<file path="src/rtl/vc_fifo_bank_pkg.sv">
// vc_fifo_bank_pkg: shared widths and thresholds for the demux and vc_fifo_bank stages
package vc_fifo_bank_pkg;
  localparam int def_data_width = 6;
  localparam int def_address_width = 2;
  localparam int def_almost_full = 3;
  function automatic int fifo_depth(input int aw);
    return 1 << aw;
  endfunction
endpackage

</file>
<file path="src/rtl/vc_fifo_bank_fifo.sv">
// vc_fifo: single virtual-channel circular buffer with count-decoded status and sticky drop error
module vc_fifo
  import vc_fifo_bank_pkg::*;
#(
  parameter int data_width = def_data_width,
  parameter int address_width = def_address_width,
  parameter int almost_full_level = def_almost_full
) (
  input  logic                   clk,
  input  logic                   reset,
  input  logic                   push,
  input  logic                   pop,
  input  logic [data_width-1:0]  data_in,
  output logic [data_width-1:0]  data_out,
  output logic [address_width:0] count,
  output logic                   empty,
  output logic                   almost_full,
  output logic                   error
);
  localparam logic [address_width:0] depth = (address_width+1)'(fifo_depth(address_width));
  logic [data_width-1:0] mem [fifo_depth(address_width)];
  logic [address_width-1:0] wr_ptr, rd_ptr;
  logic pop_ok, accept;
  assign empty = count == '0;
  assign almost_full = count >= (address_width+1)'(almost_full_level);
  assign pop_ok = pop & !empty;
  assign accept = push & (count != depth | pop_ok);
  assign data_out = mem[rd_ptr];
  always_ff @(posedge clk) begin
    if (reset && accept) mem[wr_ptr] <= data_in;
  end
  always_ff @(posedge clk) begin
    if (!reset) begin
      wr_ptr <= '0;
      rd_ptr <= '0;
      count <= '0;
      error <= 1'b0;
    end else begin
      wr_ptr <= accept ? wr_ptr + address_width'(1) : wr_ptr;
      rd_ptr <= pop_ok ? rd_ptr + address_width'(1) : rd_ptr;
      count <= (accept & !pop_ok) ? count + (address_width+1)'(1) :
               (!accept & pop_ok) ? count - (address_width+1)'(1) : count;
      error <= error | (push & !accept);
    end
  end
endmodule

</file>
<file path="src/rtl/vc_fifo_bank.sv">
// vc_fifo_bank: two per-VC FIFOs drained through a fixed-priority (VC0 first) registered output
module vc_fifo_bank
  import vc_fifo_bank_pkg::*;
#(
  parameter int data_width = def_data_width,
  parameter int address_width = def_address_width,
  parameter int almost_full = def_almost_full
) (
  input  logic                  clk,
  input  logic                  reset,
  input  logic                  push_vc0,
  input  logic                  push_vc1,
  input  logic [data_width-1:0] data_in_vc0,
  input  logic [data_width-1:0] data_in_vc1,
  input  logic                  pause_out,
  output logic [data_width-1:0] data_out,
  output logic                  valid_out,
  output logic                  pause_vc0,
  output logic                  pause_vc1,
  output logic                  empty_vc0,
  output logic                  empty_vc1,
  output logic                  error_vc0,
  output logic                  error_vc1
);
  logic [data_width-1:0] q0, q1;
  logic [address_width:0] count0, count1;
  logic pop0, pop1;
  assign pop0 = !pause_out & count0 != '0;
  assign pop1 = !pause_out & count0 == '0 & count1 != '0;
  vc_fifo #(.data_width(data_width), .address_width(address_width), .almost_full_level(almost_full)) u_fifo0 (
    .clk(clk), .reset(reset), .push(push_vc0), .pop(pop0), .data_in(data_in_vc0), .data_out(q0),
    .count(count0), .empty(empty_vc0), .almost_full(pause_vc0), .error(error_vc0)
  );
  vc_fifo #(.data_width(data_width), .address_width(address_width), .almost_full_level(almost_full)) u_fifo1 (
    .clk(clk), .reset(reset), .push(push_vc1), .pop(pop1), .data_in(data_in_vc1), .data_out(q1),
    .count(count1), .empty(empty_vc1), .almost_full(pause_vc1), .error(error_vc1)
  );
  always_ff @(posedge clk) begin
    if (!reset) begin
      data_out <= '0;
      valid_out <= 1'b0;
    end else begin
      data_out <= pop0 ? q0 : pop1 ? q1 : data_out;
      valid_out <= pop0 | pop1;
    end
  end
endmodule
</file>
<file path="config.mk">
export PLATFORM = sky130hd
export DESIGN_NAME = vc_fifo_bank
export DESIGN_NICKNAME = d
export VERILOG_FILES = /design/src/rtl/vc_fifo_bank_pkg.sv /design/src/rtl/vc_fifo_bank_fifo.sv /design/src/rtl/vc_fifo_bank.sv
export SDC_FILE = /design/constraint.sdc
export NUM_CORES = 1
export LEC_CHECK = 0
export CORE_MARGIN = 1.5
export CORE_UTILIZATION = 51
export DETAILED_ROUTE_END_ITERATION = 10
export HOLD_SLACK_MARGIN = 0.12
export PLACE_DENSITY_LB_ADDON = 0.15
export SLEW_MARGIN = 10
export SYNTH_ARGS = -nofsm -noshare
export SYNTH_HDL_FRONTEND = slang
export SYNTH_HIERARCHICAL = 1
export SYNTH_SLANG_ARGS = --single-unit
</file>
<file path="constraint.sdc">
create_clock -name clk -period 3.4 [get_ports clk]
set_input_delay 0.51 -clock clk [delete_from_list [all_inputs] [get_ports clk]]
set_output_delay 0.51 -clock clk [all_outputs]
set_load 0.02 [all_outputs]
</file>
==> Word level (Yosys, flattened, before mapping) <==
Memory sizes are Yosys's and may differ from the RTL's. A register that Yosys moved wholly into a read port is not among the register bits.
Cells that the tools add are included.
{ "word_totals": {"n_memories": 2, "ramBits": 48, "elab_cells": 72, "register_bits": 23, "output_inout_bits": 13, "inputBits": 17} }
{ "classes": {"n_eq_ne": 2, "magnitude_cmp": 2, "n_reduce_logical": 16, "n_mux": 14, "n_bitwise": 18, "n_addsub": 8} }
{ "mem_list": {"columns": ["name", "depth", "width", "rd", "rd_clocked_by_memory_dff", "wr", "line_no", "text"], "rows": [
  ["u_fifo0.mem", 4, 6, 1, 1, 1, "vc_fifo_bank_fifo.sv:21", "logic [data_width-1:0] mem [fifo_depth(address_width)];"],
  ["u_fifo1.mem", 4, 6, 1, 1, 1, "vc_fifo_bank_fifo.sv:21", null]
]} }
{ "ops": {"columns": ["operator", "n"], "rows": [
  ["AND 1 bit", 13],
  ["two-way mux 3 bit", 4],
  ["two-way mux 6 bit", 2],
  ["adder 2 x 1 -> 2 bit (second input constant)", 4],
  ["two-way mux 2 bit", 4],
  ["logical NOT 1 bit", 7],
  ["adder 3 x 1 -> 3 bit (second input constant)", 2],
  ["greater-or-equal comparator 3 x 2 -> 1 bit (second input constant)", 2],
  ["logical NOT 3 bit", 2],
  ["!= test 3 bit (second input constant)", 2],
  ["nonzero test 2 bit", 3],
  ["nonzero test 3 bit", 2],
  ["subtractor 3 x 1 -> 3 bit (second input constant)", 2],
  ["bitwise OR 1 bit", 5],
  ["two-way mux 1 bit", 4],
  ["logical AND 1 bit", 2]
]} }

==> Logic depth before layout (Yosys ltp) <==
Gate-level depths: netlist of the first run.
{ "logic_depth": {"depth_word": 10, "depth_mapped": 12, "ltp_nobuf": 10} }

==> Modules after synthesis <==
The synthesis of the first run kept the hierarchy.
{ "modules_own_cells": {"columns": ["module", "seq_area_each_um2", "area_per_inst_um2", "instances", "cells_per_inst"], "rows": [
  ["vc_fifo", 920.9, 1407.6, 2, 83],
  ["vc_fifo_bank", 140.1, 399.1, 1, 47]
]} }

==> Worst setup path before layout of the first run <==
No wires, ideal clock.
{ "synth_timing": {"path_kind": "register -> register", "from": "register u_fifo0.count[0]", "to": "register u_fifo1.count[2]", "synth_period_minus_slack_ns": 3.049, "stages_incl_launch_ff": 13, "t_arrival_ns": 2.974, "setup_time_ns": 0.076, "n_path_buf": 2, "t_required_ns": 3.324, "slack_ns": 0.351, "path_cell_list": "dfxtp_1 > or3_4 > buf_6 > nor3_1 > nor4b_4 > nor2b_1 > buf_6 > ha_1 > inv_1 > fa_1 > xor2_1 > or3_1 > a21boi_0"} }
{ "synth_between": {"elab_chain_len": 9, "elab_cells_between_ends": 12, "classes_between": "mux: 1; bitwise: 7; reduce/logical: 4"} }
{ "synth_rtl": {"columns": ["item", "line_no", "text"], "rows": [
  ["start: declaration", "vc_fifo_bank_fifo.sv:15", "output logic [address_width:0] count,"],
  ["start signal: assignment", "vc_fifo_bank_fifo.sv:41", "count <= (accept & !pop_ok) ? count + (address_width+1)'(1) :"],
  ["logical NOT 3 bit *", "vc_fifo_bank.sv:29", "assign pop1 = !pause_out & count0 == '0 & count1 != '0;"],
  ["AND 1 bit * (2 in series)", "vc_fifo_bank.sv:29", null],
  ["named net pop1", "vc_fifo_bank.sv:27", "logic pop0, pop1;"],
  ["AND 1 bit *", "vc_fifo_bank_fifo.sv:26", "assign pop_ok = pop & !empty;"],
  ["bitwise OR 1 bit", "vc_fifo_bank_fifo.sv:27", "assign accept = push & (count != depth | pop_ok);"],
  ["AND 1 bit", "vc_fifo_bank_fifo.sv:27", null],
  ["logical NOT 1 bit", "vc_fifo_bank_fifo.sv:42", "(!accept & pop_ok) ? count - (address_width+1)'(1) : count;"],
  ["AND 1 bit", "vc_fifo_bank_fifo.sv:42", null],
  ["nonzero test 2 bit (no line)", null, null],
  ["end signal: assignment", "vc_fifo_bank_fifo.sv:41", null],
  ["end: declaration", "vc_fifo_bank_fifo.sv:15", null]
]} }
The timed path passes the listed nets; every way through them passes the cells marked *.
A chain may end at the register's enable or synchronous reset.

==> Final worst setup path of the first run <==
{ "layout_timing": {"from": "register u_fifo0.count[1]", "to": "register u_fifo1.count[2]"} }
Same word-level chain as after synthesis.

==> summary.md, run 1 <==
| Metric | Value |
|---|---|
| Status | `completed` |
| Worst-Skew Late Latency | `0.34 ns` |
| Vias in the first global route | `1788` |
| Crit Path Max Fanout | `13` |
| Max-cap viol count | `0` |
| Total grt overflow | `0` |
| Count of input and output buffers | `29` |
| Root buffer cell | `clkbuf_8` |
| Syn_nets | `242` |
| Final Critical Period | `2.91 ns` |
| Placed cell count | `315` |
| Final TNS setup | `0 ns` |
| Post-synthesis register bit count | `75` |
| Setup CP Type | `flip-flop to flip-flop` |
| Unrepaired setup endpoints after global routing | `false` |
| Synth warnings | `6` |
| Clk sinks | `75` |
| Most frequent cells in the layout | `edfxtp_1, clkdlybuf4s50_1, dfxtp_1` |
| DP Wirelength | `3760 um` |
| CP startpoint kind | `flip-flop` |
| Post-DRT Antenna Nets | `0` |
| Least-Margin Pin Slew | `0.716 ns` |
| First-pass detailed-route iteration total | `4` |
| Post-CTS Setup Bufs | `0` |
| Initial antenna violation count | `0` |
| Starting DRT DRC Count | `90` |
| Core Box Area | `5990 sq um` |
| # nets final | `280` |
| Post-synthesis sequential area ratio | `61.7%` |
| Fmax | `344 MHz` |
| Wirelength per Cell | `16.9 um` |
| Diode count | `0` |
| Row count | `28` |
| Final Max Tran Viols | `0` |
| H-tree Lvls | `3` |
| Hold_ws | `0.502 ns` |
| Bufs on Longest Clock Path | `2` |
| Full die area | `6790 sq um` |
| DIE HEIGHT | `82.4 um` |
| Largest net degree at the start of global routing | `25` |
| GPL Wtd Cong | `0.732` |
| CP Data Arrival Time | `3.18 ns` |
| Overall Global Routing Usage | `18.6%` |
| Vias | `1864` |
| Most common cell after layout, fill and taps aside | `edfxtp_1` |
| DRT Wirelength | `5580 um` |
| IO Count | `30` |
| Netlist Area Pre-Place | `3210 sq um` |
| CTS tree | `yes` |
| Clock skew | `0.00550 ns` |
| Layout cells sized above 1 | `15.6%` |
| First-pass GRT wire length | `8990 um` |
| CP Capture Type | `flip-flop` |
| Hold Vio Cnt, Final | `0` |
| P&R area growth vs syn | `18.4%` |
| Required time worst endpoint | `3.67 ns` |
| CTS Buf Count | `9` |
| Die width | `82.4 um` |
| Post-cts sizing count | `0` |
| Netlist cell types | `32` |
| Maximum vdd drop | `0.000473 V` |
| Clk slew on worst S/H paths | `0.08 ns` |
| Vias/cell | `5.63` |
| Gate Count Post-Synth | `213` |
| Fin cells | `331` |
| Final period util | `85.6%` |
| Hold Crit Class | `flip-flop to flip-flop` |
| Fill count | `439` |
| Slack of the worst reg-to-reg path | `0.49 ns` |
| Setup Viol. Count Final | `0` |
| Leakage | `0.00135 uW` |
| Slew margin rel. | `52.1%` |
| Synth Area per Inst | `15.1 sq um` |
| DRC errors left | `0` |
| Hold-fix buffers, CTS | `0` |
| PD cells | `777 nW/um^2` |
| Initial Util | `53.7%` |
==> layer usage <==
| metal | vias to the layer above | wire length (um) | track usage, % |
|---|---|---|---|
| li1 | 894 | - | - |
| met1 | 922 | 2760 | 27.0 |
| met2 | 39 | 2490 | 26.7 |
| met3 | 9 | 260 | 5.82 |
| met4 | 0 | 69 | 5.59 |
| met5 | - | 0 | 0 |
==> where the power goes <==
group / total [uW] / internal [uW] / switching [uW]
sequential: 1260 / 1100 / 160
clock: 744 / 415 / 329
combinational: 957 / 480 / 477
==> cell families after synthesis <==
logic type	count (synthesis)	share of synthesized area, %
xor gates and xnor gates	8	2.18
buffers and inverters	15	2.53
muxes	18	10.3
DFF	75	61.7
and+or+nand+nor	60	11.9
adders and majority gates	12	5.14
AOI/OAI and AO/OA	25	6.31
==> per-stage QoR <==
| stage | total power [uW] | setup slack, ns | utilization (%) | cell area (sq um) |
|---|---|---|---|---|
| finish | 2960 | 0.491 | 63.5 | 3800 |
| floorplan | 1930 | 0.351 | - | 3210 |
| global placement | 2220 | 0.494 | 59.9 | 3590 |
| detailed placement | 2230 | 0.445 | 59.9 | 3590 |
| CTS | 2980 | 0.503 | 63.5 | 3800 |
| global route | 3140 | 0.271 | 63.5 | 3800 |
==> cell type report <==
cell class / instances / area (sq um) / share of cell area, %
Timing Repair Buffer: 35 / 335 / 8.81
Sequential cell: 75 / 1980 / 52.1
Multi-Input combinational cell: 123 / 1150 / 30.3
Tap cell: 75 / 93.8 / 2.47
Clock inverter: 6 / 88.8 / 2.33
Clock buffer: 10 / 128 / 3.35
Inverter: 7 / 26.3 / 0.691
==> synth_stat cells <==
master    count  area [sq um]
a21boi_0      2          15.0
a21o_1        2          15.0
a21oi_1       3          15.0
a31oi_1       6          37.5
and2_1        9          56.3
and3_1        8          50.1
buf_2         2          10.0
buf_6         3          33.8
clkbuf_1      3          11.3
dfxtp_1      27           541
edfxtp_1     48          1440
fa_1          2          40.0
ha_1         10           125
inv_1         7          26.3
mux2i_1       6          60.1
mux4_2       12           270
nand2_1      14          52.6
nand3_1       6          30.0
nor2_1        1          3.75
nor2b_1       6          37.5
nor3_1        4          20.0
nor3_4        1          16.3
nor4b_4       2          47.6
o21ai_0       2          10.0
o221ai_1      6          52.6
o311ai_2      2          32.5
o31ai_2       2          25.0
or3_1         2          12.5
or3_4         1          11.3
or4_1         6          45.0
xnor2_1       6          52.6
xor2_1        2          17.5
==> registers in the layout, summed over array words and instances, names as in the netlist, named ones only <==
signal / cells
data_out: 6
u_fifo0/count: 3
u_fifo0/error: 1
u_fifo0/mem: 24
u_fifo0/rd_ptr: 2
u_fifo0/wr_ptr: 2
u_fifo1/count: 3
u_fifo1/error: 1
u_fifo1/mem: 24
u_fifo1/rd_ptr: 2
u_fifo1/wr_ptr: 2
valid_out: 1
==> worst max-delay path, stage by stage (launching register included) <==
cell      delay (ns)
dfxtp_1         0.46
or3_4           0.53
nor3_1          0.22
buf_4           0.17
nor4b_4         0.05
nor2b_1         0.18
ha_1            0.21
inv_1           0.06
fa_1            0.37
xor2_1          0.15
or3_1           0.30
a21boi_0        0.16
==> final timing paths <==
check                    from                to  cells past startpoint
max          u_fifo0/count[1]  u_fifo1/count[2]                     11
min             u_fifo1/error     u_fifo1/error                      2
max reg2reg  u_fifo0/count[1]  u_fifo1/count[2]                     11
min reg2reg     u_fifo1/error     u_fifo1/error                      2
Note: power is estimated with default switching activity, not from simulation.
==> run 2, diff against run 1 <==
--- a/config.mk
+++ b/config.mk
@@ -10,6 +10,7 @@
 export DETAILED_ROUTE_END_ITERATION = 10
 export HOLD_SLACK_MARGIN = 0.12
 export PLACE_DENSITY_LB_ADDON = 0.15
+export SKIP_LAST_GASP = 1
 export SLEW_MARGIN = 10
 export SYNTH_ARGS = -nofsm -noshare
 export SYNTH_HDL_FRONTEND = slang
==> results of run 2 <==
No change in the layout: final DEF, timing and power equal those of run 1.
